$ cat src/rtl/cla_pkg.sv
// Shared helpers for the pipelined carry-lookahead adder/subtractor.
// Contents: segment/group width helpers, a configuration legality check,
// and the signed saturation constant generator used when CLA_PIPE_SAT_EN
// is defined.
package cla_pkg;

  // Widest operand the saturation helper can produce.
  localparam int unsigned MAX_W = 256;

  // Bits handled by one pipeline segment.
  function automatic int unsigned seg_width(input int unsigned width,
                                            input int unsigned stages);
    return (stages == 0) ? width : width / stages;
  endfunction

  // Lookahead groups inside one segment.
  function automatic int unsigned group_count(input int unsigned seg_w,
                                              input int unsigned block);
    return (block == 0) ? 0 : seg_w / block;
  endfunction

  // Legal when WIDTH splits evenly into STAGES*BLOCK and STAGES fits.
  function automatic bit cfg_ok(input int unsigned width,
                                input int unsigned block,
                                input int unsigned stages);
    bit ok;
    ok = 1'b1;
    if (block == 0 || stages == 0 || width == 0) begin
      ok = 1'b0;
    end else begin
      if ((width % (stages * block)) != 0) ok = 1'b0;
      if (stages > (width / block)) ok = 1'b0;
    end
    return ok;
  endfunction

  // Signed max (msb=0 -> 0111..1) or signed min (msb=1 -> 1000..0).
  function automatic logic [MAX_W-1:0] sat_value(input logic msb,
                                                 input int unsigned width);
    logic [MAX_W-1:0] v;
    v = '0;
    for (int unsigned i = 0; i < MAX_W; i++) begin
      if (i < width) v[i] = (i == width - 1) ? msb : ~msb;
    end
    return v;
  endfunction

endpackage

$ cat src/rtl/cla_block.sv
// Combinational BLOCK-bit carry-lookahead group.
// Ports: a, b  - group operand bits (b already conditioned for subtract)
//        cin   - carry into the group
//        s     - group sum bits
//        P, G  - group propagate / generate for the next lookahead level
module cla_block
  import cla_pkg::*;
#(
  parameter int unsigned BLOCK = 4
) (
  input  logic [BLOCK-1:0] a,
  input  logic [BLOCK-1:0] b,
  input  logic             cin,
  output logic [BLOCK-1:0] s,
  output logic             P,
  output logic             G
);

  logic [BLOCK-1:0] bp;
  logic [BLOCK-1:0] bg;
  logic [BLOCK-1:0] c;

  assign bp = a ^ b;
  assign bg = a & b;

  // Bit carries inside the group plus the group generate term.
  always_comb begin
    c    = '0;
    c[0] = cin;
    for (int unsigned i = 1; i < BLOCK; i++) begin
      c[i] = bg[i-1] | (bp[i-1] & c[i-1]);
    end
    G = 1'b0;
    for (int unsigned i = 0; i < BLOCK; i++) begin
      G = bg[i] | (bp[i] & G);
    end
  end

  assign P = &bp;
  assign s = bp ^ c;

endmodule

$ cat src/rtl/cla_pipe_addsub.sv
// Pipelined, skewed carry-lookahead adder/subtractor with valid/ready
// streaming on both sides and carry / signed-overflow / zero flags.
// Optional feature macro: CLA_PIPE_SAT_EN (signed saturation on sat=1).
// Ports: clk, rst_n (async active-low)
//        in_valid/in_ready  - operand beat handshake
//        a, b, c_in, sub, sat - operands, carry/borrow in, op select, clamp
//        out_valid/out_ready - result beat handshake
//        s, c_out, ovf, zero - result and flags (registered)
module cla_pipe_addsub
  import cla_pkg::*;
#(
  parameter int unsigned WIDTH  = 32,
  parameter int unsigned BLOCK  = 4,
  parameter int unsigned STAGES = 2
) (
  input  logic             clk,
  input  logic             rst_n,
  input  logic             in_valid,
  output logic             in_ready,
  input  logic [WIDTH-1:0] a,
  input  logic [WIDTH-1:0] b,
  input  logic             c_in,
  input  logic             sub,
  input  logic             sat,
  output logic             out_valid,
  input  logic             out_ready,
  output logic [WIDTH-1:0] s,
  output logic             c_out,
  output logic             ovf,
  output logic             zero
);

  localparam int unsigned SEG_W  = seg_width(WIDTH, STAGES);
  localparam int unsigned GROUPS = group_count(SEG_W, BLOCK);

  if (!cfg_ok(WIDTH, BLOCK, STAGES)) begin : g_cfg_err
    $error("cla_pipe_addsub: WIDTH must be a multiple of STAGES*BLOCK, STAGES in 1..WIDTH/BLOCK");
  end

  // Single global advance: the whole pipe moves or the whole pipe holds.
  logic adv;
  assign adv      = !out_valid || out_ready;
  assign in_ready = adv;

  for (genvar k = 0; k < STAGES; k++) begin : g_stg
    localparam int unsigned LO_W = k * SEG_W;   // result bits already done
    localparam int unsigned HI_W = WIDTH - LO_W; // operand bits still pending

    logic [HI_W-1:0]       op_a;
    logic [HI_W-1:0]       op_b;
    logic                  cin;
    logic                  beat_v;
    logic                  beat_sub;
    logic                  beat_sat;
    logic [SEG_W-1:0]      seg_b;
    logic [SEG_W-1:0]      seg_s;
    logic                  seg_c;
    logic [GROUPS-1:0]     gp;
    logic [GROUPS-1:0]     gg;
    logic [GROUPS:0]       gc;
    logic [LO_W+SEG_W-1:0] done;

    // Stage 0 takes the port beat; later stages take the previous register.
    if (k == 0) begin : g_src
      assign op_a     = a;
      assign op_b     = b;
      assign cin      = c_in ^ sub;
      assign beat_v   = in_valid;
      assign beat_sub = sub;
      assign beat_sat = sat;
      assign done     = seg_s;
    end else begin : g_src
      assign op_a     = g_stg[k-1].g_pipe.a_q;
      assign op_b     = g_stg[k-1].g_pipe.b_q;
      assign cin      = g_stg[k-1].g_pipe.c_q;
      assign beat_v   = g_stg[k-1].g_pipe.v_q;
      assign beat_sub = g_stg[k-1].g_pipe.sub_q;
      assign beat_sat = g_stg[k-1].g_pipe.sat_q;
      assign done     = {seg_s, g_stg[k-1].g_pipe.done_q};
    end

    // Subtract is a + ~b + ~c_in; the ~c_in part is folded into stage 0 cin.
    assign seg_b = op_b[SEG_W-1:0] ^ {SEG_W{beat_sub}};

    for (genvar j = 0; j < GROUPS; j++) begin : g_grp
      cla_block #(.BLOCK(BLOCK)) u_blk (
        .a   (op_a[j*BLOCK +: BLOCK]),
        .b   (seg_b[j*BLOCK +: BLOCK]),
        .cin (gc[j]),
        .s   (seg_s[j*BLOCK +: BLOCK]),
        .P   (gp[j]),
        .G   (gg[j])
      );
    end

    // Second-level lookahead across the groups of this segment.
    always_comb begin
      gc    = '0;
      gc[0] = cin;
      for (int unsigned j = 0; j < GROUPS; j++) begin
        gc[j+1] = gg[j] | (gp[j] & gc[j]);
      end
    end
    assign seg_c = gc[GROUPS];

    if (k < STAGES - 1) begin : g_pipe
      logic [HI_W-SEG_W-1:0] a_q;
      logic [HI_W-SEG_W-1:0] b_q;
      logic [LO_W+SEG_W-1:0] done_q;
      logic                  c_q;
      logic                  v_q;
      logic                  sub_q;
      logic                  sat_q;

      // Pending operand bits move up one stage; finished bits ride along.
      always_ff @(posedge clk or negedge rst_n) begin
        if (!rst_n) begin
          a_q    <= '0;
          b_q    <= '0;
          done_q <= '0;
          c_q    <= 1'b0;
          v_q    <= 1'b0;
          sub_q  <= 1'b0;
          sat_q  <= 1'b0;
        end else if (adv) begin
          a_q    <= op_a[HI_W-1:SEG_W];
          b_q    <= op_b[HI_W-1:SEG_W];
          done_q <= done;
          c_q    <= seg_c;
          v_q    <= beat_v;
          sub_q  <= beat_sub;
          sat_q  <= beat_sat;
        end
      end
    end else begin : g_out
      logic             msb_cin;
      logic             raw_ovf;
      logic [WIDTH-1:0] res_c;

      // Carry into the MSB recovered from the MSB sum bit.
      assign msb_cin = seg_s[SEG_W-1] ^ op_a[SEG_W-1] ^ seg_b[SEG_W-1];
      assign raw_ovf = msb_cin ^ seg_c;

`ifdef CLA_PIPE_SAT_EN
      // Clamp direction follows the sign of a; flags still report raw result.
      assign res_c = (beat_sat && raw_ovf) ?
                     WIDTH'(sat_value(op_a[SEG_W-1], WIDTH)) : done;
`else
      logic unused_sat;
      assign unused_sat = beat_sat;
      assign res_c      = done;
`endif

      always_ff @(posedge clk or negedge rst_n) begin
        if (!rst_n) begin
          out_valid <= 1'b0;
          s         <= '0;
          c_out     <= 1'b0;
          ovf       <= 1'b0;
          zero      <= 1'b0;
        end else if (adv) begin
          out_valid <= beat_v;
          s         <= res_c;
          c_out     <= seg_c;
          ovf       <= raw_ovf;
          zero      <= (res_c == '0);
        end
      end
    end
  end

endmodule

$ cat config.mk
export PLATFORM = sky130hd
export DESIGN_NAME = cla_pipe_addsub
export DESIGN_NICKNAME = d
export VERILOG_FILES = /design/src/rtl/cla_pkg.sv /design/src/rtl/cla_block.sv /design/src/rtl/cla_pipe_addsub.sv
export SDC_FILE = /design/constraint.sdc
export NUM_CORES = 1
export LEC_CHECK = 0
export ABC_AREA = 0
export BUFFER_PORTS_ARGS = -buffer_cell sky130_fd_sc_hd__buf_2
export CAP_MARGIN = 0
export CORE_MARGIN = 3
export CORE_UTILIZATION = 40
export CTS_BUF_LIST = sky130_fd_sc_hd__clkbuf_4 sky130_fd_sc_hd__clkbuf_8
export DETAILED_ROUTE_END_ITERATION = 16
export SKIP_CTS_REPAIR_TIMING = 1
export SYNTH_ARGS = -nofsm -noshare
export SYNTH_HDL_FRONTEND = slang
export SYNTH_SLANG_ARGS = --single-unit
$ cat constraint.sdc
create_clock -name clk -period 4.6 [get_ports clk]
set_clock_uncertainty 0.15 [all_clocks]
set_input_delay 0.69 -clock clk [delete_from_list [all_inputs] [get_ports clk]]
set_output_delay 0.69 -clock clk [all_outputs]
set_load 0.02 [all_outputs]
==> Word level (Yosys, flattened, before mapping) <==
Index checks and enable logic that the tools add are counted.
{ "word_totals": {"wordCells": 164, "inputBits": 71, "reg_bits": 87, "output_inout_bits": 37} }
{ "classes": {"bitwise_logic": 142, "reduce_logical": 11} }
{ "ops": {"columns": ["op", "n"], "rows": [
  ["bitwise XOR 4 bit", 16],
  ["bitwise AND 1 bit", 56],
  ["bitwise OR 1 bit", 56],
  ["bitwise AND 4 bit", 8],
  ["logical NOT 32 bit", 1],
  ["AND reduction 4 bit", 8],
  ["bitwise XOR 16 bit", 2],
  ["bitwise XOR 1 bit", 4],
  ["logical NOT 1 bit", 1],
  ["logical OR 1 bit", 1]
]} }

==> Longest topological paths before layout <==
Gate-level depths: netlist (run 1).
{ "depth": {"word_depth": 23, "mapped_depth": 17, "mapped_depth_nobuf": 15} }

==> Modules after synthesis <==
From an unflattened synthesis (run 1), not the netlist that was laid out.
{ "unflattened": {"hier_cells": 574, "area_unflattened_um2": 5083.6} }
{ "modules_own_cells": {"columns": ["module", "instances", "area_each_um2", "cells_per_inst", "seq_area_each_um2"], "rows": [
  ["cla_pipe_addsub", 1, 3762.4, 430, 2177.1],
  ["cla_block", 8, 165.2, 18, 0.0]
]} }

==> Least setup slack after synthesis (run 1) <==
Ideal clock, no wire load.
{ "synth_path": {"path_type": "reg2reg", "start": "register g_stg[0].g_pipe.sub_q", "end": "register ovf", "period_less_slack_ns": 4.246, "stages_incl_launch_ff": 18, "t_arrival_ns": 4.014, "setup_slack_ns": 0.354, "setup_time_ns": 0.082, "t_required_ns": 4.368, "cell_sequence": "dfrtp_1 > buf_6 > buf_2 > xor2_1 > ha_1 > nand3_1 > nor2_1 > nor3_1 > o21bai_1 > a21oi_1 > fa_1 > fa_1 > fa_1 > xnor2_1 > xor2_1 > xnor2_1 > or4_1 > a31oi_1"} }
{ "synth_via": {"elab_chain_len": 23, "elab_cells_between_ends": 55, "classes_between": "bitwise (51); reduce/logical (4)"} }
{ "synth_rtl": {"columns": ["item", "line", "source"], "rows": [
  ["start, declared", "cla_pipe_addsub.sv:112", "logic sub_q;"],
  ["start signal, assigned", "cla_pipe_addsub.sv:131", "sub_q <= beat_sub;"],
  ["bitwise XOR 16 bit *", "cla_pipe_addsub.sv:83", "assign seg_b = op_b[SEG_W-1:0] ^ {SEG_W{beat_sub}};"],
  ["bitwise XOR 4 bit or bitwise AND 4 bit (tied branches)", "cla_block.sv:23, cla_block.sv:24", null],
  ["bitwise AND 1 bit", "cla_block.sv:35", "G = bg[i] | (bp[i] & G);"],
  ["bitwise OR 1 bit", "cla_block.sv:35", null],
  ["bitwise AND 1 bit", "cla_block.sv:35", null],
  ["bitwise OR 1 bit", "cla_block.sv:35", null],
  ["bitwise AND 1 bit", "cla_block.sv:35", null],
  ["bitwise OR 1 bit", "cla_block.sv:35", null],
  ["[... 6 more ...]", null, null],
  ["bitwise OR 1 bit", "cla_block.sv:31", "c[i] = bg[i-1] | (bp[i-1] & c[i-1]);"],
  ["bitwise AND 1 bit", "cla_block.sv:31", null],
  ["bitwise OR 1 bit", "cla_block.sv:31", null],
  ["bitwise AND 1 bit", "cla_block.sv:31", null],
  ["bitwise OR 1 bit", "cla_block.sv:31", null],
  ["bitwise XOR 4 bit", "cla_block.sv:40", "assign s = bp ^ c;"],
  ["bitwise XOR 1 bit (2 in a row)", "cla_pipe_addsub.sv:141", "assign msb_cin = seg_s[SEG_W-1] ^ op_a[SEG_W-1] ^ seg_b[SEG_W-1];"],
  ["bitwise XOR 1 bit *", "cla_pipe_addsub.sv:142", "assign raw_ovf = msb_cin ^ seg_c;"],
  ["end signal, assigned", "cla_pipe_addsub.sv:165", "ovf <= raw_ovf;"],
  ["end, declared", "cla_pipe_addsub.sv:29", "output logic ovf,"]
]} }
Every way passes the cells marked *; elsewhere a longest branch is shown, timed or not.
A chain may end at the register's enable or synchronous reset.

==> Worst setup path in the final report (run 1) <==
Ends and elaborated chain as after synthesis.

==> summary.txt, run 1 <==
Run
  • Max-Cap Viols: 0

Yosys
  • Synth Net Count: 671
  • Seq cells post-synth: 87
  • Area share of fa/ha/maj cells after synthesis: 0.175
  • Most used DFF post-synth: dfrtp_1
  • Register area share after synthesis: 0.433
  • Multiplexer share of the synthesized area: 0
  • Synthesized cell area: 5030 um2
  • Largest family of logic cells by synthesized area: adder cells
  • Post-Synth Simple-Gate Area: 0.173
  • Post-synth EDFFs: 0
  • Mapped Cells: 544
  • Post-Synth XOR/XNOR Area: 0.0786
  • Syn_area_per_cell: 9.24 um2
  • Compound-Gate Fraction of Synth Area: 0.0829
  • Post-synthesis cell type count: 36
  • Asr flop ratio synth: 1.00
  • Yosys warning total: 0

Place
  • IO Port Bufs: 106
  • Pre-CTS setup slack: 0.0626 ns
  • Dpl hpwl: 8.55 mm
  • Dpl cells: 805
  • Gpl congestion: 0.800

Worst setup path
  • Reg2Reg Launch Point: g_stg[0].g_pipe.sub_q$_DFFE_PN0P_
  • Critical Path Sink Type: flip-flop
  • R2R Setup Slk: 0.24 ns
  • Critical Path Fanout Max: 5
  • CP endpoint: ovf$_DFFE_PN0P_
  • Startpoint class of the critical path: flip-flop
  • Worst reg2reg path endpoint: ovf$_DFFE_PN0P_
  • Reg2Reg Depth: 16
  • CP arrival: 4.49 ns
  • Worst EP required: 4.72 ns
  • Critical path launch point: g_stg[0].g_pipe.sub_q$_DFFE_PN0P_
  • Kind of critical path: reg -> reg

Cells and area
  • Footprint of the multi-input gates: 2580 um2
  • Commonest cells after routing, fill and taps aside: nand2_1 (150), buf_2 (105), dfrtp_1 (86)
  • Layout area overhead: 19.1%
  • Fillcell total: 1222
  • Post-layout net count: 778
  • Share of cells above drive strength 1: 0.213
  • Register Area: 2180 um2
  • Most common cell after layout, fill and taps aside: nand2_1
  • N_diodes: 0
  • Post-route insts no fill: 824

GRT
  • Largest net degree at the start of global routing: 67
  • GRT Total Usage: 0.164
  • First-pass GRT wire length: 18.8 mm
  • Number of global-route vias before repair: 3922
  • Initial antenna violation count: 0
  • GRT overflow: 0

Clocking
  • TritonCTS clock tree: yes
  • Clk_lat worst skew: 0.36 ns
  • Clock root buffer master: clkbuf_8
  • Clk buf depth: 2
  • CTS Buf Count: 9
  • CTS H-tree lvls: 3
  • Clock Pin Slew Worst Setup and Hold Paths: 0.10 ns
  • Clock Sinks: 87

Power
  • Pwr dens: 479 nW/um2
  • Pleak: 3.14 nW
  • VDD IR max: 0.000381 V

Route
  • Antenna-violating nets left: 0
  • DRT Wirelength: 11.2 mm
  • Average wire per standard cell: 13.6 um
  • Vias/cell: 4.68
  • DRC viols: 0
  • TritonRoute pass-1 iters: 4
  • Initial DRC Count: 184
  • Via count: 3854

STA
  • # setup viols final: 0
  • Fin worst setup slack: 0.238 ns
  • Tmin final: 4.36 ns
  • RSZ-0062 raised after global routing: no
  • Max transition margin: 0.474
  • Final worst-path cycle share: 0.948
  • Fmax: 229 MHz
  • Worst hold slack: 0.243 ns
  • Final Hold Fails: 0
  • Slew Viols, Final: 0
  • Final setup TNS: 0 ns
  • Least-Margin Pin Slew: 0.787 ns

Worst hold path
  • Hold/Removal Path Class: in -> async

Floorplanning
  • Initial Util: 0.413
  • Core area: 12200 um2
  • Die area: 14000 um2
  • # rows: 40
  • Die Ht: 118 um
  • Chip width: 118 um
  • IO Count: 108

Run status
  • Status: finished clean
cell usage after synthesis (all sizes together) (2+ instances only):
library cell	n	share of area
nand2	150	0.11
dfrtp	87	0.43
inv	52	0.039
a21oi	41	0.041
xor2	37	0.068
nor2	33	0.025
ha	32	0.080
fa	24	0.096
clkbuf	15	0.011
o21ai	15	0.015
buf	7	0.0075
nand4	7	0.0087
xnor2	6	0.010
a21o	4	0.0060
nor4	4	0.0050
o21bai	4	0.0060
or4	4	0.0060
nor2b	3	0.0037
nor3	3	0.0030
and4	2	0.0035
nand3	2	0.0020
o31ai	2	0.0030
flip-flops by register name, indices dropped and copies added, names as in the netlist:
name,cells
s,32
g_stg.g_pipe.a_q,16
g_stg.g_pipe.b_q,16
g_stg.g_pipe.done_q,16
c_out,1
g_stg.g_pipe.c_q,1
g_stg.g_pipe.sub_q,1
g_stg.g_pipe.v_q,1
out_valid,1
ovf,1
zero,1
through the flow:
step           utilization  instance area [um2]  power (W)
2_1_floorplan            -                 5030    0.00192
3_3_place_gp         0.473                 5750    0.00233
3_5_place_dp         0.473                 5750    0.00236
4_1_cts              0.489                 5940    0.00288
5_1_grt              0.492                 5990    0.00309
6_report             0.492                 5990    0.00287
worst min path at each step:
stage | startpoint | endpoint | depth (start not counted)
3_3_place_gp | g_stg[0].g_pipe.v_q$_DFFE_PN0P_ | g_stg[0].g_pipe.v_q$_DFFE_PN0P_ | 2
5_1_grt | rst_n | g_stg[0].g_pipe.b_q[7]$_DFFE_PN0P_ | 1
4_1_cts | rst_n | g_stg[0].g_pipe.sub_q$_DFFE_PN0P_ | 1
2_1_floorplan | rst_n | c_out$_DFFE_PN0P_ | 0
3_5_place_dp | s[3]$_DFFE_PN0P_ | s[3]$_DFFE_PN0P_ | 2
6_report | rst_n | g_stg[0].g_pipe.b_q[7]$_DFFE_PN0P_ | 1
layout make-up:
cell class / count / share of cell area
clock inverter: 6 / 0.00857
sequential: 87 / 0.364
tap: 168 / 0.0351
inverter: 52 / 0.0328
clock buffer: 10 / 0.0230
timing repair buffer: 118 / 0.106
multi-input combinational: 383 / 0.431
critical path, cell delays in order, from the launching register on:
cell and delay [ns]:
dfrtp_2 0.44, clkbuf_4 0.18, xor2_1 0.19, ha_1 0.29
nand3_1 0.08, nor2_1 0.16, nor3_1 0.12, o21bai_1 0.23
a21oi_1 0.13, fa_1 0.44, fa_1 0.44, fa_2 0.39
xnor2_2 0.18, xor2_1 0.19, xnor2_1 0.10, or4_1 0.40
a31oi_1 0.16
cells by family after synthesis:
kind of cell / count (synthesis)
simple gates: 211
flops: 87
buf+inv: 74
compound gates: 73
fa+ha+maj: 56
xor+xnor: 43
routing by layer:
layer,vias to the layer above,global-route usage,part of all wire
met2,73,0.257,0.46
met3,17,0.0284,0.035
met1,1809,0.233,0.49
met5,-,0,0
met4,0,0.0484,0.019
li1,1955,-,-
power by group:
part	leakage, nW	internal (W)	total [W]	switching (W)
Combinational	2.04	0.000494	0.00124	0.000747
Sequential	1.02	0.000980	0.00112	0.000142
Clock	0.0870	0.000218	0.000507	0.000289
Total	3.14	0.00169	0.00287	0.00118
No activity file was read; power rests on OpenSTA's default activity.
==> run 2: changes to the inputs <==
Settings changed: RECOVER_POWER from default to 25.
==> summary.txt, run 2 (synthesized netlist as in run 1, its figures left out) <==
Clocking
  • Clk buf depth: 2 (unchanged)
  • Clk_lat worst skew: 0.35 ns (about the same)
  • Clock Pin Slew Worst Setup and Hold Paths: 0.10 ns (about the same)
  • Clock Sinks: 87 (unchanged)
  • Clock root buffer master: clkbuf_8
  • CTS H-tree lvls: 3 (unchanged)
  • CTS Buf Count: 9 (unchanged)
  • TritonCTS clock tree: yes

STA
  • Least-Margin Pin Slew: 3.11 ns (+2.32 ns)
  • RSZ-0062 raised after global routing: no
  • Tmin final: 4.36 ns (+0.0000110 ns)
  • Final worst-path cycle share: 0.948 (about the same)
  • # setup viols final: 0 (unchanged)
  • Final Hold Fails: 0 (unchanged)
  • Final setup TNS: 0 ns (unchanged)
  • Slew Viols, Final: 57 (+57)
  • Max transition margin: -1.07 (-1.55)
  • Fin worst setup slack: 0.238 ns (-0.0000110 ns)
  • Fmax: 229 MHz (about the same)

Worst setup path
  • CP bufs+invs: 1 (unchanged)
  • Critical path launch point: g_stg[0].g_pipe.sub_q$_DFFE_PN0P_
  • Critical-path top delay cell: dfrtp_2
  • Startpoint class of the critical path: flip-flop
  • Cell family with most CP delay: adder cells
  • Critical Path Sink Type: flip-flop
  • CP Cell Sequence: clkbuf_4 -> xor2_1 -> ha_1 -> nand3_1 -> nor2_1 -> nor3_1 -> o21bai_1 -> a21oi_1 -> fa_1 -> fa_1 -> fa_2 -> xnor2_2 -> xor2_1 -> xnor2_1 -> or4_1 -> a31oi_1
  • Kind of critical path: reg -> reg
  • Worst stage delay on the critical path: 0.44 ns (about the same)
  • CP arrival: 4.48 ns (about the same)
  • R2R Setup Slk: 0.24 ns (about the same)
  • Crit path depth: 16 (unchanged)
  • Reg2Reg Launch Point: g_stg[0].g_pipe.sub_q$_DFFE_PN0P_
  • CP endpoint: ovf$_DFFE_PN0P_
  • Reg2Reg Depth: 16 (unchanged)
  • Worst reg2reg path endpoint: ovf$_DFFE_PN0P_
  • Critical Path Fanout Max: 5 (unchanged)
  • Worst EP required: 4.72 ns (about the same)

Cells and area
  • Fillcell total: 1221 (-0.082%)
  • Post-layout net count: 778 (unchanged)
  • Most common cell after layout, fill and taps aside: nand2_1
  • Reg with most FFs: s
  • Max reg flops: 32 (unchanged)
  • Register Area: 2180 um2 (unchanged)
  • Layout area overhead: 19.0% (about the same)
  • Commonest cells after routing, fill and taps aside: nand2_1 (150), buf_2 (105), dfrtp_1 (86)
  • Footprint of the multi-input gates: 2580 um2 (unchanged)
  • Share of cells above drive strength 1: 0.212 (-0.00152)
  • N_diodes: 0 (unchanged)

Route
  • Antenna-violating nets left: 0 (unchanged)
  • Vias/cell: 4.69 (+0.18%)
  • Average wire per standard cell: 13.6 um (about the same)
  • DRT Wirelength: 11.2 mm (about the same)
  • Via count: 3861 (+0.18%)
  • DRC viols: 0 (unchanged)
  • TritonRoute pass-1 iters: 4 (unchanged)
  • Initial DRC Count: 184 (unchanged)

Run status
  • Status: complete, but fails checks
  • Failing checks: capacitance limit, slew limit

GRT
  • Largest net degree at the start of global routing: 67 (unchanged)
  • GRT overflow: 0 (unchanged)
  • Number of global-route vias before repair: 3922 (unchanged)
  • GRT Total Usage: 0.164 (unchanged)
  • First-pass GRT wire length: 18.8 mm (unchanged)
  • Initial antenna violation count: 0 (unchanged)

Place
  • IO Port Bufs: 106 (unchanged)
  • Gpl congestion: 0.800 (unchanged)
  • Dpl hpwl: 8.55 mm (unchanged)
  • Pre-CTS setup slack: 0.0626 ns (unchanged)

Power
  • Tot Pwr: 0.00287 W (about the same)
  • Gate power share: 0.432 (about the same)
  • Flop pwr share: 0.391 (about the same)
  • Sw Share: 0.410 (about the same)
  • Int Pwr: 0.00169 W (about the same)
  • Pwr dens: 479 nW/um2 (about the same)
  • VDD IR max: 0.000381 V (about the same)
  • Clk network pwr share: 0.176 (about the same)
  • Sw Pwr: 0.00118 W (-0.10%)
  • Pleak: 3.14 nW (-0.12%)

Floorplanning
  • Die area: 14000 um2 (unchanged)
  • Die Ht: 118 um (unchanged)
  • IO Count: 108 (unchanged)
  • # rows: 40 (unchanged)
  • Initial Util: 0.413 (unchanged)
  • Chip width: 118 um (unchanged)
  • Core area: 12200 um2 (unchanged)

Worst hold path
  • Hold/Removal Path Class: reg -> reg

Run
  • Max-Cap Viols: 1 (+1)
run 2: cell types whose count changed in the layout (fill, tap and decap cells not counted), sizes merged:
cell,change
clkbuf,+1
buf,-1
run 2: final cells by class:
type / instances / area share
Clock buffer: 10 / 0.0230
Tap cell: 168 / 0.0351
Sequential cell: 87 / 0.364
Inverter: 52 / 0.0328
Timing Repair Buffer: 118 / 0.106
Clock inverter: 6 / 0.00857
Multi-Input combinational cell: 383 / 0.431
run 2: metal layers:
metal | wire, um | global-route usage
met5 | 0 | 0
met4 | 178 | 0.0484
met3 | 412 | 0.0284
met2 | 5160 | 0.257
met1 | 5490 | 0.233
run 2: power by group through the flow:
| stage | Sequential [W] | Clock, W | Combinational [W] |
|---|---|---|---|
| after global placement | 0.00114 | 0 | 0.00119 |
| after CTS | 0.00113 | 0.000526 | 0.00123 |
| after global routing | 0.00115 | 0.000555 | 0.00138 |
| final | 0.00112 | 0.000506 | 0.00124 |
| after floorplan | 0.00127 | 0 | 0.000655 |
| after detailed placement | 0.00114 | 0 | 0.00122 |
run 2: metrics by stage:
| step | util | instance area (um2) | hold slack [ns] | std cells |
|---|---|---|---|---|
| detailed placement | 0.473 | 5750 | 0.301 | 805 |
| CTS | 0.489 | 5940 | 0.257 | 821 |
| floorplan | - | 5030 | 0.244 | 544 |
| finish | 0.492 | 5980 | 0.313 | 824 |
| global route | 0.492 | 5980 | 0.345 | 824 |
| global placement | 0.473 | 5750 | 0.295 | 805 |
run 2: how the worst min path moves through the flow:
stage	endpoint	cells past startpoint	from	slack, ns
after floorplan	c_out$_DFFE_PN0P_	0	rst_n	0.24
after global placement	g_stg[0].g_pipe.v_q$_DFFE_PN0P_	2	g_stg[0].g_pipe.v_q$_DFFE_PN0P_	0.29
after detailed placement	s[3]$_DFFE_PN0P_	2	s[3]$_DFFE_PN0P_	0.30
after CTS	g_stg[0].g_pipe.sub_q$_DFFE_PN0P_	1	rst_n	0.26
after global routing	s[23]$_DFFE_PN0P_	2	s[23]$_DFFE_PN0P_	0.35
final	s[3]$_DFFE_PN0P_	2	s[3]$_DFFE_PN0P_	0.31
run 2: tightest hold or removal path: cells and delay by family (launching register included):
family           cells  cell delay [ns]
AND/OR/NAND/NOR      2             0.09
flip-flops           1             0.34
==> run 3: changes to the inputs <==
Settings changed: CELL_PAD_IN_SITES_DETAIL_PLACEMENT from default to 0, CELL_PAD_IN_SITES_GLOBAL_PLACEMENT from default to 1, PLACE_DENSITY_LB_ADDON from default to 0.1, SLEW_MARGIN from default to 25.
==> summary.txt, run 3 (synthesized netlist as in run 1, its figures left out) <==
GRT
  • Initial antenna violation count: 0 (unchanged)
  • Number of global-route vias before repair: 3825 (-2.5%)
  • First-pass GRT wire length: 18.8 mm (+0.44%)
  • GRT overflow: 0 (unchanged)
  • GRT Total Usage: 0.166 (+0.00236)
  • Largest net degree at the start of global routing: 89 (+33%)

STA
  • Least-Margin Pin Slew: 2.83 ns (-0.281 ns)
  • Final worst-path cycle share: 0.943 (-0.00497)
  • Max transition margin: -0.885 (+0.188)
  • # setup viols final: 0 (unchanged)
  • Final Hold Fails: 0 (unchanged)
  • Final setup TNS: 0 ns (unchanged)
  • RSZ-0062 raised after global routing: no
  • Fmax: 230 MHz (+0.53%)
  • Tmin final: 4.34 ns (-0.0228 ns)
  • Slew Viols, Final: 54 (-5.3%)

Route
  • TritonRoute pass-1 iters: 4 (unchanged)
  • Antenna-violating nets left: 0 (unchanged)
  • Average wire per standard cell: 13.5 um (-1.1%)
  • DRT Wirelength: 11.1 mm (-1.5%)
  • DRC viols: 0 (unchanged)
  • Via count: 3791 (-1.8%)
  • Initial DRC Count: 229 (+24%)
  • Vias/cell: 4.62 (-1.3%)

Cells and area
  • Footprint of the multi-input gates: 2580 um2 (about the same)
  • Final instance area: 5990 um2 (+0.15%)
  • Max reg flops: 32 (unchanged)
  • Commonest cells after routing, fill and taps aside: nand2_1 (150), buf_2 (105), dfrtp_1 (86)
  • N_diodes: 0 (unchanged)
  • Reg with most FFs: s
  • Most common cell after layout, fill and taps aside: nand2_1
  • Fillcell total: 1219 (-0.16%)
  • Post-layout net count: 774 (-0.51%)
  • Post-route insts no fill: 820 (-0.49%)
  • Share of cells above drive strength 1: 0.206 (-0.00637)
  • Layout area overhead: 19.2%
  • Register Area: 2180 um2 (unchanged)

Floorplanning
  • # rows: 40 (unchanged)
  • Die Ht: 118 um (unchanged)
  • Core area: 12200 um2 (unchanged)
  • Initial Util: 0.413 (unchanged)
  • Die area: 14000 um2 (unchanged)
  • Chip width: 118 um (unchanged)
  • IO Count: 108 (unchanged)

Power
  • Pwr dens: 494 nW/um2 (+3.0%)
  • Gate power share: 0.413 (-0.019)
  • Sw Share: 0.396 (-0.0142)
  • Pleak: 3.14 nW (+0.11%)
  • Sw Pwr: 0.00117 W (-0.37%)
  • Clk network pwr share: 0.207 (+0.031)
  • VDD IR max: 0.000206 V (-46%)
  • Flop pwr share: 0.380 (-0.011)
  • Tot Pwr: 0.00296 W (+3.2%)
  • Int Pwr: 0.00179 W (+5.7%)

Clocking
  • TritonCTS clock tree: yes
  • Clock Pin Slew Worst Setup and Hold Paths: 0.09 ns (about the same)
  • CTS H-tree lvls: 3 (unchanged)
  • CTS Buf Count: 9 (unchanged)
  • Clock Sinks: 87 (unchanged)
  • Clock root buffer master: clkbuf_8
  • Clk buf depth: 2 (unchanged)
  • Clk_lat worst skew: 0.36 ns (about the same)

Worst setup path
  • Kind of critical path: reg -> reg
  • Worst stage delay on the critical path: 0.52 ns (+0.08 ns)
  • CP arrival: 4.47 ns (about the same)
  • Cell family with most CP delay: adder cells
  • Most frequent CP cell: fa_1
  • Critical-path top delay cell: dfrtp_2
  • Startpoint class of the critical path: flip-flop
  • Critical Path Fanout Max: 8 (+3)
  • CP Cell Sequence: xor2_1 -> ha_1 -> a21oi_1 -> nor2b_1 -> nor3_1 -> o21bai_1 -> a21oi_1 -> fa_1 -> fa_1 -> fa_1 -> xnor2_2 -> xor2_1 -> xnor2_1 -> or4_1 -> a31oi_1
  • CP bufs+invs: 0 (-1)
  • Worst EP required: 4.74 ns (+0.02 ns)
  • Critical Path Sink Type: flip-flop

Worst hold path
  • Hold/Removal Path Class: reg -> reg

Run status
  • Status: complete, but fails checks
  • Failing checks: capacitance limit, slew limit

Run
  • Max-Cap Viols: 1 (unchanged)

Place
  • Gpl congestion: 0.839 (+4.9%)
  • DP Area: 5740 um2 (-0.26%)
  • Dpl cells: 803 (-0.25%)
  • IO Port Bufs: 106 (unchanged)
  • Dpl hpwl: 8.38 mm (-1.9%)
==> run 3: cell types whose count changed in the layout (fill, tap and decap cells not counted), sizes merged <==
cell / change
clkinvlp: -1
clkbuf: -1
bufinv: +2
inv: -1
buf: -3
==> run 3: metrics by stage <==
step | util | hold slack, ns | setup WS (ns)
after floorplan | - | 0.244 | 0.354
after CTS | 0.491 | 0.222 | 0.0839
after global routing | 0.493 | 0.343 | 0.00229
after detailed placement | 0.472 | 0.301 | 0.135
final | 0.493 | 0.316 | 0.261
after global placement | 0.472 | 0.295 | 0.153
==> run 3: cell type report <==
type / instances / area share
Clock inverter: 6 / 0.0154
Sequential cell: 87 / 0.363
Tap cell: 168 / 0.0351
Inverter: 52 / 0.0328
Clock buffer: 10 / 0.0230
Multi-Input combinational cell: 383 / 0.430
Timing Repair Buffer: 114 / 0.100
==> run 3: metal layers <==
metal	share of wire	wire, um	global-route usage	vias to the layer above
met5	0	0	0	-
met4	0.0079	87	0.0374	0
met3	0.040	446	0.0380	9
met2	0.46	5050	0.254	69
met1	0.50	5480	0.241	1772
li1	-	-	-	1941
==> run 3: worst paths after layout <==
check	start	endpoint	slack [ns]	cells past startpoint
max reg2reg	g_stg[0].g_pipe.sub_q$_DFFE_PN0P_	ovf$_DFFE_PN0P_	0.26	15
min	s[9]$_DFFE_PN0P_	s[9]$_DFFE_PN0P_	0.32	2
max	g_stg[0].g_pipe.sub_q$_DFFE_PN0P_	ovf$_DFFE_PN0P_	0.26	15
max in group asynchronous	rst_n	g_stg[0].g_pipe.sub_q$_DFFE_PN0P_	1.54	2
min reg2reg	s[9]$_DFFE_PN0P_	s[9]$_DFFE_PN0P_	0.32	2
min in group asynchronous	rst_n	g_stg[0].g_pipe.a_q[11]$_DFFE_PN0P_	1.07	1
==> run 3: power groups by stage <==
stage | registers [W] | clock network (W) | logic [W]
finish | 0.00113 | 0.000613 | 0.00122
CTS | 0.00113 | 0.000632 | 0.00123
floorplan | 0.00127 | 0 | 0.000655
detailed placement | 0.00114 | 0 | 0.00123
global placement | 0.00114 | 0 | 0.00121
global route | 0.00116 | 0.000666 | 0.00137
==> run 3: worst reg2reg max path: stages (launching register included) <==
cell and delay, ns:
dfrtp_2 0.52, xor2_1 0.21, ha_1 0.31, a21oi_1 0.07, nor2b_1 0.15, nor3_1 0.11
o21bai_1 0.25, a21oi_1 0.14, fa_1 0.43, fa_1 0.43, fa_1 0.44, xnor2_2 0.19
xor2_1 0.19, xnor2_1 0.10, or4_1 0.39, a31oi_1 0.17
